--- config.mk ---
export PLATFORM = sky130hd
export DESIGN_NAME = pool_window_fetch_flat
export DESIGN_NICKNAME = d
export VERILOG_FILES = /design/src/rtl/pool_window_fetch_pkg.sv /design/src/rtl/pool_window_fetch_if.sv /design/src/rtl/pool_window_fetch_addr_gen.sv /design/src/rtl/pool_window_fetch.sv /design/src/flat_wrapper.sv
export SDC_FILE = /design/constraint.sdc
export NUM_CORES = 1
export LEC_CHECK = 0
export ABC_CLOCK_PERIOD_IN_PS = 3650
export CORE_MARGIN = 10
export CORE_UTILIZATION = 40
export CTS_CLUSTER_SIZE = 28
export DETAILED_ROUTE_END_ITERATION = 16
export PLACE_DENSITY = 0.73
export SLEW_MARGIN = 15
export SYNTH_ARGS = -nofsm -noshare
export SYNTH_HDL_FRONTEND = slang
export SYNTH_HIERARCHICAL = 1
export SYNTH_SLANG_ARGS = --single-unit
--- constraint.sdc ---
create_clock -name clk -period 3.65 [get_ports clk]
set_input_delay 0.73 -clock clk [delete_from_list [all_inputs] [get_ports clk]]
set_output_delay 0.73 -clock clk [all_outputs]
set_load 0.01 [all_outputs]
--- src/rtl/pool_window_fetch_pkg.sv ---
// Shared types and window geometry for the 2x3 pooling window fetcher.
package pool_pkg;

    typedef enum logic [1:0] {
        ST_IDLE    = 2'd0,
        ST_FETCH   = 2'd1,
        ST_PRESENT = 2'd2,
        ST_DONE    = 2'd3
    } pool_state_e;

    localparam int WIN_W = 3;
    localparam int WIN_H = 2;
    localparam int WIN_N = WIN_W * WIN_H;

    // Offset of window element k from the window's top-left address.
    // Order: top row c..c+2, then bottom row c..c+2.
    function automatic int win_off(input int img_w, input logic [2:0] k);
        int o;
        o = 0;
        case (k)
            3'd0: o = 0;
            3'd1: o = 1;
            3'd2: o = 2;
            3'd3: o = img_w;
            3'd4: o = img_w + 1;
            3'd5: o = img_w + 2;
            default: o = 0;
        endcase
        return o;
    endfunction

endpackage

--- src/rtl/pool_window_fetch_if.sv ---
// BRAM read port and window output bundle of the pooling window fetcher.
//
// Handshake: win_valid rises once all six window bytes are captured and
// stays high, with ad0..ad5 and win_idx frozen, until win_ready is sampled
// high on a rising edge; that edge is the transfer. win_ready is ignored
// while win_valid is low. BRAM reads have one cycle of latency: bram_dout
// is valid the cycle after bram_en.
interface pool_window_fetch_if #(
    parameter int DATA_W = 8,
    parameter int ADDR_W = 10
);
    logic              bram_en;
    logic [ADDR_W-1:0] bram_addr;
    logic [DATA_W-1:0] bram_dout;
    logic              win_valid;
    logic              win_ready;
    logic [DATA_W-1:0] ad0;
    logic [DATA_W-1:0] ad1;
    logic [DATA_W-1:0] ad2;
    logic [DATA_W-1:0] ad3;
    logic [DATA_W-1:0] ad4;
    logic [DATA_W-1:0] ad5;
    logic [ADDR_W-1:0] win_idx;

    modport master (
        output bram_en, bram_addr, win_valid, ad0, ad1, ad2, ad3, ad4, ad5, win_idx,
        input  bram_dout, win_ready
    );

    modport slave (
        input  bram_en, bram_addr, win_valid, ad0, ad1, ad2, ad3, ad4, ad5, win_idx,
        output bram_dout, win_ready
    );
endinterface

--- src/rtl/pool_window_fetch_addr_gen.sv ---
// Window position counters: column, window row, row base address and
// raster window index, advanced with adders only. Exposes the values the
// counters will hold after this edge so the top can register addresses
// for the next window without a bubble.
module pool_addr_gen
    import pool_pkg::*;
#(
    parameter int ADDR_W    = 10,
    parameter int IMG_W     = 12,
    parameter int IMG_H     = 8,
    parameter int BASE_ADDR = 0
) (
    input  logic              clk,
    input  logic              rst_n,
    input  logic              clear,
    input  logic              advance,
    output logic [ADDR_W-1:0] nxt_base,
    output logic [ADDR_W-1:0] nxt_idx,
    output logic              last_win
);

    localparam logic [ADDR_W-1:0] COL_LAST  = ADDR_W'(IMG_W - WIN_W);
    localparam logic [ADDR_W-1:0] ROW_LAST  = ADDR_W'(IMG_H / WIN_H - 1);
    localparam logic [ADDR_W-1:0] COL_STEP  = ADDR_W'(WIN_W);
    localparam logic [ADDR_W-1:0] ROW_STEP  = ADDR_W'(WIN_H * IMG_W);
    localparam logic [ADDR_W-1:0] BASE_INIT = ADDR_W'(BASE_ADDR);

    logic [ADDR_W-1:0] col_q, col_d;
    logic [ADDR_W-1:0] row_q, row_d;
    logic [ADDR_W-1:0] row_base_q, row_base_d;
    logic [ADDR_W-1:0] idx_q, idx_d;

    // Next counter values: clear on a new map, step one window on advance.
    always_comb begin
        col_d      = col_q;
        row_d      = row_q;
        row_base_d = row_base_q;
        idx_d      = idx_q;
        if (clear) begin
            col_d      = '0;
            row_d      = '0;
            row_base_d = BASE_INIT;
            idx_d      = '0;
        end else if (advance) begin
            idx_d = idx_q + 1'b1;
            if (col_q == COL_LAST) begin
                col_d      = '0;
                row_d      = row_q + 1'b1;
                row_base_d = row_base_q + ROW_STEP;
            end else begin
                col_d = col_q + COL_STEP;
            end
        end
    end

    // Counter registers.
    always_ff @(posedge clk or negedge rst_n) begin
        if (!rst_n) begin
            col_q      <= '0;
            row_q      <= '0;
            row_base_q <= BASE_INIT;
            idx_q      <= '0;
        end else begin
            col_q      <= col_d;
            row_q      <= row_d;
            row_base_q <= row_base_d;
            idx_q      <= idx_d;
        end
    end

    assign nxt_base = row_base_d + col_d;
    assign nxt_idx  = idx_d;
    assign last_win = (row_q == ROW_LAST) && (col_q == COL_LAST);

endmodule

--- src/rtl/pool_window_fetch.sv ---
// Pooling window fetcher: walks the input map in raster order of 2x3
// windows (stride 3 across, 2 down), reads the six bytes of each window
// from the BRAM and presents them to the max unit with valid/ready.
// Optional feature macro: POOL_STALL_CNT_EN adds a 16-bit saturating count
// of PRESENT cycles spent waiting on win_ready.
module pool_window_fetch
    import pool_pkg::*;
#(
    parameter int DATA_W    = 8,
    parameter int ADDR_W    = 10,
    parameter int IMG_W     = 12,
    parameter int IMG_H     = 8,
    parameter int BASE_ADDR = 0
) (
    input  logic        clk,
    input  logic        rst_n,
    input  logic        start,
    output logic        busy,
    output logic        done,
    output pool_state_e dbg_state,
`ifdef POOL_STALL_CNT_EN
    output logic [15:0] stall_cnt,
`endif
    pool_window_fetch_if.master bus
);

    localparam longint unsigned MAP_END =
        longint'(BASE_ADDR) + longint'(IMG_W) * longint'(IMG_H);

    if ((IMG_W % WIN_W) != 0) begin : g_bad_img_w
        $error("pool_window_fetch: IMG_W must be a multiple of 3");
    end
    if ((IMG_H % WIN_H) != 0) begin : g_bad_img_h
        $error("pool_window_fetch: IMG_H must be a multiple of 2");
    end
    if (MAP_END > (64'd1 << ADDR_W)) begin : g_bad_addr_w
        $error("pool_window_fetch: map does not fit in ADDR_W address bits");
    end

    pool_state_e       state_q, state_d;
    logic [2:0]        k_q, k_d;
    logic              busy_q, busy_d;
    logic              done_q, done_d;
    logic              en_q, en_d;
    logic [ADDR_W-1:0] addr_q, addr_d;
    logic              valid_q, valid_d;
    logic [ADDR_W-1:0] idx_q, idx_d;
    logic [DATA_W-1:0] ad_q [WIN_N];
    logic [DATA_W-1:0] ad_d [WIN_N];

    logic              start_acc;
    logic              advance;
    logic [ADDR_W-1:0] nxt_base;
    logic [ADDR_W-1:0] nxt_idx;
    logic              last_win;

    pool_addr_gen #(
        .ADDR_W   (ADDR_W),
        .IMG_W    (IMG_W),
        .IMG_H    (IMG_H),
        .BASE_ADDR(BASE_ADDR)
    ) u_addr_gen (
        .clk     (clk),
        .rst_n   (rst_n),
        .clear   (start_acc),
        .advance (advance),
        .nxt_base(nxt_base),
        .nxt_idx (nxt_idx),
        .last_win(last_win)
    );

    // Next state, data capture and next values of every registered output.
    always_comb begin
        state_d   = state_q;
        k_d       = k_q;
        start_acc = 1'b0;
        advance   = 1'b0;
        for (int i = 0; i < WIN_N; i++) begin
            ad_d[i] = ad_q[i];
        end

        case (state_q)
            ST_IDLE: begin
                if (start) begin
                    start_acc = 1'b1;
                    state_d   = ST_FETCH;
                    k_d       = 3'd0;
                end
            end
            ST_FETCH: begin
                // Read issued at k-1 returns now.
                if (k_q != 3'd0) begin
                    ad_d[k_q - 3'd1] = bus.bram_dout;
                end
                if (k_q == 3'd6) begin
                    state_d = ST_PRESENT;
                end else begin
                    k_d = k_q + 3'd1;
                end
            end
            ST_PRESENT: begin
                if (bus.win_ready) begin
                    if (last_win) begin
                        state_d = ST_DONE;
                    end else begin
                        advance = 1'b1;
                        state_d = ST_FETCH;
                        k_d     = 3'd0;
                    end
                end
            end
            ST_DONE: begin
                state_d = ST_IDLE;
            end
            default: begin
                state_d = ST_IDLE;
            end
        endcase

        // Outputs are registered, so they are derived from the next state.
        busy_d  = (state_d == ST_FETCH) || (state_d == ST_PRESENT);
        done_d  = (state_d == ST_DONE);
        en_d    = (state_d == ST_FETCH) && (k_d <= 3'd5);
        addr_d  = en_d ? (nxt_base + ADDR_W'(win_off(IMG_W, k_d))) : '0;
        valid_d = (state_d == ST_PRESENT);
        idx_d   = busy_d ? nxt_idx : '0;
        if ((state_d == ST_IDLE) || (state_d == ST_DONE)) begin
            for (int i = 0; i < WIN_N; i++) begin
                ad_d[i] = '0;
            end
        end
    end

    // State and output registers.
    always_ff @(posedge clk or negedge rst_n) begin
        if (!rst_n) begin
            state_q <= ST_IDLE;
            k_q     <= 3'd0;
            busy_q  <= 1'b0;
            done_q  <= 1'b0;
            en_q    <= 1'b0;
            addr_q  <= '0;
            valid_q <= 1'b0;
            idx_q   <= '0;
            for (int i = 0; i < WIN_N; i++) begin
                ad_q[i] <= '0;
            end
        end else begin
            state_q <= state_d;
            k_q     <= k_d;
            busy_q  <= busy_d;
            done_q  <= done_d;
            en_q    <= en_d;
            addr_q  <= addr_d;
            valid_q <= valid_d;
            idx_q   <= idx_d;
            for (int i = 0; i < WIN_N; i++) begin
                ad_q[i] <= ad_d[i];
            end
        end
    end

`ifdef POOL_STALL_CNT_EN
    logic [15:0] stall_q, stall_d;

    // Saturating count of PRESENT cycles without win_ready; kept after done.
    always_comb begin
        stall_d = stall_q;
        if (start_acc) begin
            stall_d = '0;
        end else if ((state_q == ST_PRESENT) && !bus.win_ready && (stall_q != 16'hFFFF)) begin
            stall_d = stall_q + 16'd1;
        end
    end

    // Stall counter register.
    always_ff @(posedge clk or negedge rst_n) begin
        if (!rst_n) begin
            stall_q <= '0;
        end else begin
            stall_q <= stall_d;
        end
    end

    assign stall_cnt = stall_q;
`endif

    assign busy          = busy_q;
    assign done          = done_q;
    assign dbg_state     = state_q;
    assign bus.bram_en   = en_q;
    assign bus.bram_addr = addr_q;
    assign bus.win_valid = valid_q;
    assign bus.win_idx   = idx_q;
    assign bus.ad0       = ad_q[0];
    assign bus.ad1       = ad_q[1];
    assign bus.ad2       = ad_q[2];
    assign bus.ad3       = ad_q[3];
    assign bus.ad4       = ad_q[4];
    assign bus.ad5       = ad_q[5];

endmodule

--- src/flat_wrapper.sv ---
// flat-port wrapper written by rule: the top's interface ports become plain ports
module pool_window_fetch_flat import pool_pkg::*;
#(
    parameter int DATA_W    = 8,
    parameter int ADDR_W    = 10,
    parameter int IMG_W     = 12,
    parameter int IMG_H     = 8,
    parameter int BASE_ADDR = 0
)
  (clk, rst_n, start, busy, done, dbg_state, bus_bram_en, bus_bram_addr, bus_win_valid, bus_ad0, bus_ad1, bus_ad2, bus_ad3, bus_ad4, bus_ad5, bus_win_idx, bus_bram_dout, bus_win_ready);
  pool_window_fetch_if #(.DATA_W(DATA_W), .ADDR_W(ADDR_W)) bus_i ();
  input  logic clk;
  input  logic rst_n;
  input  logic start;
  output logic busy;
  output logic done;
  output pool_state_e dbg_state;
  output wire logic [$bits(bus_i.bram_en)-1:0] bus_bram_en;
  output wire logic [$bits(bus_i.bram_addr)-1:0] bus_bram_addr;
  output wire logic [$bits(bus_i.win_valid)-1:0] bus_win_valid;
  output wire logic [$bits(bus_i.ad0)-1:0] bus_ad0;
  output wire logic [$bits(bus_i.ad1)-1:0] bus_ad1;
  output wire logic [$bits(bus_i.ad2)-1:0] bus_ad2;
  output wire logic [$bits(bus_i.ad3)-1:0] bus_ad3;
  output wire logic [$bits(bus_i.ad4)-1:0] bus_ad4;
  output wire logic [$bits(bus_i.ad5)-1:0] bus_ad5;
  output wire logic [$bits(bus_i.win_idx)-1:0] bus_win_idx;
  input wire logic [$bits(bus_i.bram_dout)-1:0] bus_bram_dout;
  input wire logic [$bits(bus_i.win_ready)-1:0] bus_win_ready;
  assign bus_bram_en = bus_i.bram_en;
  assign bus_bram_addr = bus_i.bram_addr;
  assign bus_win_valid = bus_i.win_valid;
  assign bus_ad0 = bus_i.ad0;
  assign bus_ad1 = bus_i.ad1;
  assign bus_ad2 = bus_i.ad2;
  assign bus_ad3 = bus_i.ad3;
  assign bus_ad4 = bus_i.ad4;
  assign bus_ad5 = bus_i.ad5;
  assign bus_win_idx = bus_i.win_idx;
  assign bus_i.bram_dout = bus_bram_dout;
  assign bus_i.win_ready = bus_win_ready;
  pool_window_fetch #(.DATA_W(DATA_W), .ADDR_W(ADDR_W), .IMG_W(IMG_W), .IMG_H(IMG_H), .BASE_ADDR(BASE_ADDR)) u_core (.clk(clk), .rst_n(rst_n), .start(start), .busy(busy), .done(done), .dbg_state(dbg_state), .bus(bus_i));
endmodule
==> reports/qor.tcl <==
set qor(synth_area_sq_mm) 0.005817
set qor(synth_edf_count) 0
set qor(final_util_pct) 56.10
set qor(final_antenna_net_count) 0
set qor(net_total_in_the_final_layout) 738
set qor(grt_start_max_net_pins) 61
set qor(ctsRootBufferMaster) {sky130_fd_sc_hd__clkbuf_16}
set qor(htree_levels) 4
set qor(holdCritPathClass) {primary input to async pin}
set qor(cp.buffers_inverters) 3
set qor(netlist.top_cell.by_area) {sky130_fd_sc_hd__dfrtp_1}
set qor(buffer_ports.inserted) 85
set qor(failing_checks) {negative setup slack}
set qor(finalCritPeriodShare_pct) 104.9
set qor(power.density_cell_area_mw_per_mm2) 771.4
set qor(worstSetupStartpointType) {register}
set qor(reg2reg_depth) 20
set qor(r2r_setup_slack_ns) -0.18
set qor(worst_setup_hold_path_clk_slew_ns) 0.05
set qor(outcome) {complete, but fails checks}
set qor(swShare_pct) 35.70
set qor(cts_inserted_buffers) 17
set qor(cts_max_path_buffers) 2
set qor(via_count_of_the_first_global_routing_pass) 4649
set qor(fin_ws_ns) -0.1804
set qor(syn_nets) 580
set qor(pwr-share-comb_pct) 44.1
set qor(clock-sinks) 117
set qor(tritoncts) {done}
set qor(multi_input_gate_area_in_the_final_layout_sq_mm) 0.002805
set qor(final_period_minus_worst_setup_slack_ns) 3.830
set qor(worst_path_dominant_cell_family) {simple AND/OR/NAND/NOR gates}
set qor(num_vias) 4540
set qor(fin_worst_skew_ns) 0.01095
set qor(setup-violations-final) 7
set qor(die-width_microns) 140.6
set qor(routed.top_layer) {met4}
set qor(met2_wirelength_microns) 7041
set qor(seq_power_share_pct) 29.5
set qor(cp-end-kind) {register}
set qor(worstPathCellList) {ha_2 > nor4b_4 > nand3_1 > nor2_2 > and4bb_2 > nor4b_4 > nand3_1 > nand2b_1 > buf_4 > nor2_4 > ha_2 > inv_2 > fa_2 > inv_2 > fa_2 > a21o_1 > a21oi_4 > nor2_1 > xnor2_1 > nor2_1}
set qor(most_instantiated_library_cell_after_synthesis) {sky130_fd_sc_hd__dfrtp_1}
set qor(antenna_cells_inserted) 0
set qor(area_growth_syn_to_layout_pct) 38.59
set qor(grt_antenna_before_repair) 0
set qor(design.die.area_sq_mm) 0.01977
set qor(detail_route.vias_per_cell) 5.067
set qor(post_drt_wl_per_cell_microns) 15.94
set qor(criticalPathCategory) {register to register}
set qor(drt_pass1_iterations) 4
set qor(post_route_cells_drive_above_1_share_pct) 21.91
set qor(internal_power_w) 0.003999
set qor(cap_viol_max_count) 0
set qor(rsz_0062_raised_after_global_routing) {yes}
set qor(ff_latch_area_sq_mm) 0.002928
set qor(cp.depth) 20
set qor(synth_ff_type) {sky130_fd_sc_hd__dfrtp_1}
set qor(tightest_slew_ns) 0.7599
set qor(power.leakage_nw) 3.974
set qor(timing.fmax_mhz) 261.1
set qor(dp.final_hpwl_microns) 9994
set qor(design_area_sq_mm) 0.008061
set qor(clockPowerShare_pct) 26.4
set qor(synthCells) 541
set qor(commonest_cells_post_synth) {sky130_fd_sc_hd__dfrtp_1, sky130_fd_sc_hd__nor2_1, sky130_fd_sc_hd__mux2i_1, sky130_fd_sc_hd__xor2_1, sky130_fd_sc_hd__ha_1}
set qor(drt-initial-drc-count) 263
set qor(async_reset_ff_share_pct) 100.0
set qor(filler_cell_count) 1187
set qor(worstPathMaxFanout) 3
set qor(cpPeakStageDelay_ns) 0.52
set qor(max-vdd-ir-drop_uv) 392.5
set qor(synth_top_cells_by_area) {sky130_fd_sc_hd__dfrtp_1, sky130_fd_sc_hd__mux2i_1, sky130_fd_sc_hd__nor2_1}
set qor(met1Wirelength_microns) 6155
set qor(timing.hold.ws_ns) 0.3877
set qor(maxSlewHeadroom_pct) 49.34
set qor(worst_path_max_delay_cell) {sky130_fd_sc_hd__fa_2}
set qor(die_h_microns) 140.6
set qor(place_congestion) 0.8470
set qor(maxSlewViolCount) 0
set qor(placeableCoreArea_sq_mm) 0.01437
set qor(row_count) 44
set qor(remaining_drc_errors) 0
set qor(finalWirelength_microns) 14290
set qor(route.met3.wl_microns) 943
set qor(count_of_warnings_emitted_by_yosys) 6
set qor(clk_latency_ns) 0.42
set qor(netlist-cell-type-count) 62
set qor(grtUsageTotal_pct) 14.30
set qor(synthDominantCellAreaShare_pct) 50.33
set qor(reg2reg_to) {u_core/bus.bram_addr[8]}
set qor(grt_pass1_wl_microns) 23230
set qor(worstPathRequired_ns) 3.95
set qor(io_pins) 86
set qor(final_hold_viol_count) 0
set qor(placedInstanceArea_sq_mm) 0.007286
set qor(worst-endpoint-arrival_ns) 4.13
set qor(synth_area_per_cell_sq_um) 10.75
set qor(globalRouteOverflowTotal) 0
set qor(register_area_share_after_synthesis_pct) 50.33
set qor(start_util_pct) 40.48
set qor(switching_power_w) 0.002220
set qor(critical_path.reg2reg.startpoint) {u_core/u_addr_gen/row_q[1]}
set qor(ys_ff_latch) 117
-- through the flow --
step                      setup TNS (ns)  power, W  worst slack [ns]  cells
after detailed placement          -1.977  0.004393           -0.3778    852
after global routing              -2.453  0.006637           -0.4560    896
after global placement            -1.531  0.004300           -0.3292    852
after CTS                        -0.6217  0.006143           -0.1631    891
final                            -0.8482  0.006218           -0.1804    896
after floorplan                  -0.1603  0.003368          -0.07534    541
-- final cells by class --
class	count	area share [%]
repair buffers	159	17.62
clock buffers	23	6.053
multi-input cells	380	34.80
flip-flops and latches	117	36.32
clock inverters	9	1.242
well taps	184	2.856
inverters	24	1.117
-- state kept, by name, indices dropped and copies added, names as in the netlist --
signal,cells
u_core/done,1
u_core/bus.ad0,8
u_core/u_addr_gen/row_q,10
u_core/dbg_state,2
u_core/bus.win_idx,10
u_core/bus.ad3,8
u_core/u_addr_gen/idx_q,10
u_core/u_addr_gen/col_q,10
u_core/u_addr_gen/row_base_q,10
u_core/k_q,3
u_core/bus.ad2,8
u_core/bus.ad4,8
u_core/bus.ad1,8
u_core/bus.bram_en,1
u_core/bus.ad5,8
u_core/busy,1
u_core/bus.bram_addr,10
u_core/bus.win_valid,1
-- routing by layer --
layer,up-vias,global-route usage (%)
li1,2138,-
met1,2276,17.04
met2,111,23.62
met3,15,4.971
met4,0,4.674
met5,-,0
-- power by group through the flow --
stage	sequential [W]	clock (W)	combinational [W]
floorplan	0.00191	0	0.00145
global placement	0.00183	0	0.00247
detailed placement	0.00185	0	0.00254
CTS	0.00184	0.00167	0.00264
global route	0.00187	0.00173	0.00303
finish	0.00183	0.00164	0.00274
-- how the worst max path moves through the flow --
stage | startpoint | to | slack [ns]
after floorplan | u_core/u_addr_gen/row_q[0] | u_core/bus.bram_addr[9] | -0.08
after global placement | bus_win_ready | u_core/bus.bram_addr[9] | -0.33
after detailed placement | bus_win_ready | u_core/bus.bram_addr[9] | -0.38
after CTS | u_core/u_addr_gen/col_q[1] | u_core/bus.bram_addr[9] | -0.16
after global routing | u_core/u_addr_gen/row_q[0] | u_core/bus.bram_addr[9] | -0.46
final | u_core/u_addr_gen/row_q[1] | u_core/bus.bram_addr[8] | -0.18
-- logic make-up after synthesis --
group / count (synthesis) / synth area share (%)
AND/OR/NAND/NOR: 207 / 18.13
flip-flops: 117 / 50.33
multiplexers: 54 / 9.400
AO/OA/AOI/OAI: 50 / 5.550
buffers and inverters: 44 / 4.194
XOR/XNOR: 42 / 6.324
adder cells (fa/ha/maj): 27 / 6.066
-- timing repair --
item,4_1_cts,5_1_grt
hold buffers,0,0
setup endpoints to repair,7,8
pin swaps,25,20
buffers inserted,7,5
resized for setup,9,12
-- layout by cell type, fill, tap and decap left out, drive strengths merged, types with 4 or more instances in the layout --
| cell | n |
|---|---|
| dfrtp | 117 |
| nor2 | 106 |
| clkdlybuf4s50 | 84 |
| buf | 75 |
| mux2i | 52 |
| xor2 | 26 |
| ha | 25 |
| inv | 24 |
| nand2 | 23 |
| clkbuf | 23 |
| nor2b | 17 |
| o21ai | 17 |
| xnor2 | 16 |
| nand4 | 12 |
| a21oi | 12 |
| nand3 | 10 |
| nor3 | 8 |
| and3 | 7 |
| clkinv | 5 |
| nand2b | 5 |
| or3 | 5 |
| a21o | 4 |
| nor4b | 4 |
| a211oi | 4 |
Note: power is estimated with default switching activity, not from simulation.
